===== src/rtl/core_sequencer_pkg.sv =====
// Shared encodings for the demo core sequencer: ALU op codes, operand-source and
// write-enable values, FSM state encoding and instruction field positions.
package core_sequencer_pkg;

  localparam logic [2:0] OP_SUM  = 3'b000;
  localparam logic [2:0] OP_SUB  = 3'b001;
  localparam logic [2:0] OP_AND  = 3'b010;
  localparam logic [2:0] OP_XOR  = 3'b011;
  localparam logic [2:0] OP_ADDI = 3'b100;
  localparam logic [2:0] OP_NOP  = 3'b101;
  localparam logic [2:0] OP_HALT = 3'b111;

  localparam logic R_TYPE     = 1'b1;
  localparam logic NOT_R_TYPE = 1'b0;
  localparam logic WR_EN      = 1'b1;
  localparam logic WR_DISEN   = 1'b0;

  localparam logic [2:0] S_IDLE      = 3'd0;
  localparam logic [2:0] S_FETCH     = 3'd1;
  localparam logic [2:0] S_DECODE    = 3'd2;
  localparam logic [2:0] S_EXECUTE   = 3'd3;
  localparam logic [2:0] S_WRITEBACK = 3'd4;
  localparam logic [2:0] S_HALT      = 3'd5;

  localparam int OPC_MSB = 15;
  localparam int OPC_LSB = 13;
  localparam int RD_MSB  = 12;
  localparam int RD_LSB  = 11;
  localparam int RS1_MSB = 10;
  localparam int RS1_LSB = 9;
  localparam int RS2_MSB = 1;
  localparam int RS2_LSB = 0;
  localparam int IMM_MSB = 7;
  localparam int IMM_LSB = 0;

endpackage


===== src/rtl/control_unit.sv =====
// Opcode decoder: maps an opcode to ALU operation, operand-B source and
// register-write enable. Unknown opcodes (including HALT) decode to a no-op.
module control_unit
  import core_sequencer_pkg::*;
#(
  parameter int OP_WIDTH = 3
) (
  input  logic [OP_WIDTH-1:0] opcode,
  output logic [OP_WIDTH-1:0] alu_op,
  output logic                alu_src_type,
  output logic                reg_write
);

  always_comb begin
    alu_op       = OP_NOP;
    alu_src_type = NOT_R_TYPE;
    reg_write    = WR_DISEN;
    case (opcode)
      OP_SUM: begin alu_op = OP_SUM; alu_src_type = R_TYPE; reg_write = WR_EN; end
      OP_SUB: begin alu_op = OP_SUB; alu_src_type = R_TYPE; reg_write = WR_EN; end
      OP_AND: begin alu_op = OP_AND; alu_src_type = R_TYPE; reg_write = WR_EN; end
      OP_XOR: begin alu_op = OP_XOR; alu_src_type = R_TYPE; reg_write = WR_EN; end
      // Immediate add keeps write disabled until the datapath supports it.
      OP_ADDI: begin alu_op = OP_SUM; alu_src_type = NOT_R_TYPE; reg_write = WR_DISEN; end
      default: ;
    endcase
  end

endmodule


===== src/rtl/core_sequencer.sv =====
// Multi-cycle FETCH/DECODE/EXECUTE/WRITEBACK sequencer for the demo core. Owns the
// PC, instruction register, retired counter and the registered datapath controls.
module core_sequencer
  import core_sequencer_pkg::*;
#(
  parameter int OP_WIDTH    = 3,
  parameter int INSTR_WIDTH = 16,
  parameter int PC_WIDTH    = 8,
  parameter int RA_WIDTH    = 2
) (
  input  logic                   clk,
  input  logic                   rst_n,
  input  logic                   run,
  output logic                   imem_req,
  output logic [PC_WIDTH-1:0]    imem_addr,
  input  logic                   imem_ack,
  input  logic [INSTR_WIDTH-1:0] imem_rdata,
  output logic [RA_WIDTH-1:0]    rs1_addr,
  output logic [RA_WIDTH-1:0]    rs2_addr,
  output logic [RA_WIDTH-1:0]    rd_addr,
  output logic                   rf_we,
  output logic [OP_WIDTH-1:0]    alu_op,
  output logic                   alu_src_type,
  output logic [7:0]             imm,
  output logic [PC_WIDTH-1:0]    pc,
  output logic                   busy,
  output logic                   halted,
  output logic [7:0]             retired
);

  logic [2:0]             state_q, state_d;
  logic [PC_WIDTH-1:0]    pc_q, pc_d;
  logic [INSTR_WIDTH-1:0] ir_q, ir_d;
  logic [7:0]             retired_q, retired_d;
  logic [RA_WIDTH-1:0]    rs1_q, rs1_d, rs2_q, rs2_d, rd_q, rd_d;
  logic [7:0]             imm_q, imm_d;
  logic [OP_WIDTH-1:0]    alu_op_q, alu_op_d;
  logic                   alu_src_q, alu_src_d;
  logic                   reg_write_q, reg_write_d;
  logic                   halt_arm_q, halt_arm_d;

  logic [OP_WIDTH-1:0]    cu_alu_op;
  logic                   cu_alu_src;
  logic                   cu_reg_write;
  logic                   unused_ir_bit;

  // Bit 8 of the instruction word is reserved and carries no field.
  assign unused_ir_bit = ir_q[RS1_LSB-1];

  control_unit #(
    .OP_WIDTH(OP_WIDTH)
  ) u_control_unit (
    .opcode      (ir_q[OPC_MSB:OPC_LSB]),
    .alu_op      (cu_alu_op),
    .alu_src_type(cu_alu_src),
    .reg_write   (cu_reg_write)
  );

  always_comb begin
    state_d     = state_q;
    pc_d        = pc_q;
    ir_d        = ir_q;
    retired_d   = retired_q;
    rs1_d       = rs1_q;
    rs2_d       = rs2_q;
    rd_d        = rd_q;
    imm_d       = imm_q;
    alu_op_d    = alu_op_q;
    alu_src_d   = alu_src_q;
    reg_write_d = reg_write_q;
    halt_arm_d  = halt_arm_q;
    case (state_q)
      S_IDLE: begin
        if (run) state_d = S_FETCH;
      end
      S_FETCH: begin
        if (imem_ack) begin
          ir_d    = imem_rdata;
          state_d = S_DECODE;
        end
      end
      S_DECODE: begin
        rs1_d       = ir_q[RS1_MSB:RS1_LSB];
        rs2_d       = ir_q[RS2_MSB:RS2_LSB];
        rd_d        = ir_q[RD_MSB:RD_LSB];
        imm_d       = ir_q[IMM_MSB:IMM_LSB];
        alu_op_d    = cu_alu_op;
        alu_src_d   = cu_alu_src;
        reg_write_d = cu_reg_write;
        if (ir_q[OPC_MSB:OPC_LSB] == OP_HALT) begin
          state_d    = S_HALT;
          halt_arm_d = 1'b0;
        end else begin
          state_d = S_EXECUTE;
        end
      end
      S_EXECUTE: begin
        state_d = S_WRITEBACK;
      end
      S_WRITEBACK: begin
        pc_d      = pc_q + PC_WIDTH'(1);
        retired_d = retired_q + 8'd1;
        state_d   = run ? S_FETCH : S_IDLE;
      end
      S_HALT: begin
        // Resume needs a run low-then-high sequence; the HALT word itself is skipped.
        if (!run) begin
          halt_arm_d = 1'b1;
        end else if (halt_arm_q) begin
          halt_arm_d = 1'b0;
          pc_d       = pc_q + PC_WIDTH'(1);
          state_d    = S_FETCH;
        end
      end
      default: state_d = S_IDLE;
    endcase
  end

  always_ff @(posedge clk) begin
    if (!rst_n) begin
      state_q     <= S_IDLE;
      pc_q        <= '0;
      ir_q        <= '0;
      retired_q   <= '0;
      rs1_q       <= '0;
      rs2_q       <= '0;
      rd_q        <= '0;
      imm_q       <= '0;
      alu_op_q    <= OP_NOP;
      alu_src_q   <= NOT_R_TYPE;
      reg_write_q <= WR_DISEN;
      halt_arm_q  <= 1'b0;
    end else begin
      state_q     <= state_d;
      pc_q        <= pc_d;
      ir_q        <= ir_d;
      retired_q   <= retired_d;
      rs1_q       <= rs1_d;
      rs2_q       <= rs2_d;
      rd_q        <= rd_d;
      imm_q       <= imm_d;
      alu_op_q    <= alu_op_d;
      alu_src_q   <= alu_src_d;
      reg_write_q <= reg_write_d;
      halt_arm_q  <= halt_arm_d;
    end
  end

  assign imem_req     = (state_q == S_FETCH);
  assign imem_addr    = pc_q;
  assign rf_we        = (state_q == S_WRITEBACK) && reg_write_q;
  assign rs1_addr     = rs1_q;
  assign rs2_addr     = rs2_q;
  assign rd_addr      = rd_q;
  assign alu_op       = alu_op_q;
  assign alu_src_type = alu_src_q;
  assign imm          = imm_q;
  assign pc           = pc_q;
  assign busy         = (state_q != S_IDLE) && (state_q != S_HALT);
  assign halted       = (state_q == S_HALT);
  assign retired      = retired_q;

endmodule

===== config.mk =====
export PLATFORM = sky130hd
export DESIGN_NAME = core_sequencer
export DESIGN_NICKNAME = d
export VERILOG_FILES = /design/src/rtl/core_sequencer_pkg.sv /design/src/rtl/control_unit.sv /design/src/rtl/core_sequencer.sv
export SDC_FILE = /design/constraint.sdc
export NUM_CORES = 1
export LEC_CHECK = 0
export ABC_AREA = 1
export BUFFER_PORTS_ARGS = -buffer_cell sky130_fd_sc_hd__buf_2
export CORE_AREA = 2 2 71 73
export DETAILED_ROUTE_END_ITERATION = 10
export DIE_AREA = 0 0 73 75
export GPL_ROUTABILITY_DRIVEN = 0
export HOLD_SLACK_MARGIN = 0.05
export PLACE_DENSITY = 0.75
export SYNTH_ARGS = -nofsm -noshare
export SYNTH_HDL_FRONTEND = slang
export SYNTH_SLANG_ARGS = --single-unit

===== constraint.sdc =====
create_clock -name clk -period 1.68 [get_ports clk]
set_clock_uncertainty 0.2 [all_clocks]
set_input_delay 0.168 -clock clk [delete_from_list [all_inputs] [get_ports clk]]
set_output_delay 0.168 -clock clk [all_outputs]
set_load 0.02 [all_outputs]

==> out/summary.txt <==
critical path arrival -> 1.24 ns
max frequency -> 0.621 GHz
Clock Path Buffers -> 2
final hold violations -> 0
asr flop ratio synth -> 0%
Synth Warn # -> 0
post-synthesis mux area share -> 0%
Site Rows -> 25
Final Util -> 60.9%
GRT met1 Usage -> 24.6%
hold path start -> run
outcome -> completed
count leader, synth -> nand2_1
nets -> 409
worst r2r src -> state_q[2]
first-pass GRT wire length -> 8690 um
Post-Synth XOR/XNOR Area -> 1.55%
GR peak layer -> met2
Yosys cell types -> 25
RSZ-0062 raised after global routing -> yes
H-tree Lvls -> 2
fin. max-slew vios -> 0
met2 Resource Use GR -> 36.6%
Hold Crit Class -> primary input to flip-flop
vias in the first global route -> 1993
DRT iter0 DRCs -> 85
largest net degree at the start of global routing -> 26
Global Route Usage Sum -> 20.1%
Synth Instances -> 311
final worst path period share -> 95.9%
worst path required time -> 1.31 ns
layout cells sized above 1 -> 25.3%
via density per instance -> 4.88
Routed WL per cell -> 11.5 um
WL final -> 5080 um
Post-Syn Area -> 0.00227 sq mm
Vias -> 2156
CP max FO -> 5
Post-DP HPWL -> 3450 um
Mean Syn Cell Area -> 7.29 sq um
PortBufs -> 64
EDFF count, synth -> 0
Worst-Margin Slew -> 0.284 ns
placed cells -> 418
Remaining Overflow, GRT -> 0
post-synthesis register bit count -> 51
Synth Area in Compound Gates -> 12.4%
Synth Net Count -> 333
global routing met3 resource utilization -> 4.42%
dominant synthesized flop cell -> dfxtp_1
worst-skew pair later-pin latency -> 0.30 ns
IO Pins -> 66
CTS tree -> yes
simple-gate share of the synthesized area -> 28.3%
Remaining DRCs -> 0
CORE AREA -> 0.00466 sq mm
Routed Antenna Nets -> 0
Setup CP Type -> flip-flop to output pin
Antenna Cells -> 0
sequential area share after synthesis -> 45.0%
CP Launch Type -> flip-flop
die height -> 75 um
Clock Root Buffer -> clkbuf_8
largest family of logic cells by synthesized area -> simple AND/OR/NAND/NOR gates
antenna violations before repair -> 0
share of the synthesized area in the top cell type -> 45.0%
Synth Area in Adders -> 1.10%
Final Non-Filler Cells -> 442
DP Worst Slack -> 0.131 ns
DR pass1 iterations -> 4
pwr dens -> 1060 mW/mm^2
Leak Pwr -> 1.36 nW
cts bufs inserted -> 5
Area Overhead vs Synth -> 25.1%
slew margin rel. -> 81.0%
Clock Sinks -> 51
top cells by area, synth -> dfxtp_1 (45%), nand2_1 (13%), nor2_1 (7.6%), a21oi_1 (6.4%), o21ai_0 (5.3%)
Setup WS post-layout -> 0.0686 ns
CP Capture Type -> output pin
Filler Cell Count -> 435
fin area -> 0.00284 sq mm
Setup crit start -> state_q[0]
# Max-Cap Violations -> 0
die area -> 0.00548 sq mm
Final setup viols -> 0
DIE WIDTH -> 73 um
DP Area -> 0.00257 sq mm
worst vdd ir -> 0.000719 V
initial core utilization -> 48.6%
Synth top cells by count -> nand2_1 (76), dfxtp_1 (51), nor2_1 (46), a21oi_1 (29)
Period minus WS final -> 1.61 ns
Reg clk slew, reported paths -> 0.10 ns
Pwr Total -> 3.00 mW
Yosys top cell by area -> dfxtp_1
## layer usage
metal	routed length, um	vias to the layer above	share of wire, %
li1	-	1131	-
met5	0	-	0
met2	2410	55	48
met1	2420	965	48
met3	217	5	4.3
met4	29	0	0.57
## metrics by stage
| stage | TNS [ns] | hold WS, ns |
|---|---|---|
| 4_1_cts | 0 | 0.0755 |
| 5_1_grt | -0.0340 | 0.143 |
| 3_3_place_gp | 0 | 0.189 |
| 6_report | 0 | 0.105 |
| 2_1_floorplan | 0 | 0.0909 |
| 3_5_place_dp | 0 | 0.195 |
## kinds of logic after synthesis
logic type	Yosys count
xor gates and xnor gates	4
AOI/OAI and AO/OA	55
buffers and inverters	50
adders and majority gates	2
DFF	51
and+or+nand+nor	149
## final cells by class
class                           instances  area [sq um]  share of cell area (%)
Clock buffer                            5          68.8                    2.43
Clock inverter                          3          23.8                   0.838
Inverter                               30           115                    4.06
Multi-Input combinational cell        210           986                    34.8
Sequential cell                        51          1030                    36.2
Tap cell                               54          67.6                    2.38
Timing Repair Buffer                   89           548                    19.3
## worst paths after layout
path / to / slack [ns] / cells past startpoint
min: halt_arm_q / 0.10 / 4
max reg2reg: state_q[1] / 0.11 / 6
min reg2reg: rd_addr[1] / 0.26 / 2
max: busy / 0.07 / 6
## critical path, stage by stage, from the launching register on
cell	delay, ns
dfxtp_2	0.37
nor2_4	0.13
buf_4	0.13
nand2_1	0.04
nand2_1	0.07
inv_1	0.06
buf_2	0.15
## timing repair
| action | CTS | global route |
|---|---|---|
| hold endpoints to repair | 19 | 0 |
| setup buffers | 0 | 0 |
| hold buffers | 16 | 0 |
| pin swaps | 0 | 1 |
| endpoints found under the setup margin | 1 | 8 |
| resized for setup | 1 | 4 |
## power breakdown
| part | leakage (nW) | internal (mW) | switching (mW) | total (mW) |
|---|---|---|---|---|
| combinational | 0.900 | 0.299 | 0.525 | 0.824 |
| sequential | 0.415 | 1.35 | 0.104 | 1.46 |
| clock | 0.0408 | 0.298 | 0.419 | 0.717 |
## sequential cells by signal (all words and copies together) (netlist names)
signal	flops
imem_addr	8
ir_q	15
reg_write_q	1
rd_addr	2
rs2_addr	1
alu_op	3
rs1_addr	2
retired	8
halt_arm_q	1
state_q	3
imm	7
## layout by cell type, fill, tap and decap left out, types with 9 or more instances in the layout
master         count
nor2_1            46
a21oi_1           29
buf_2             64
inv_1             24
o21ai_0           24
nand2_1           76
nand3_1           14
dlygate4sd3_1     16
dfxtp_1           48
buf_4              9
No activity file was read; power rests on OpenSTA's default activity.
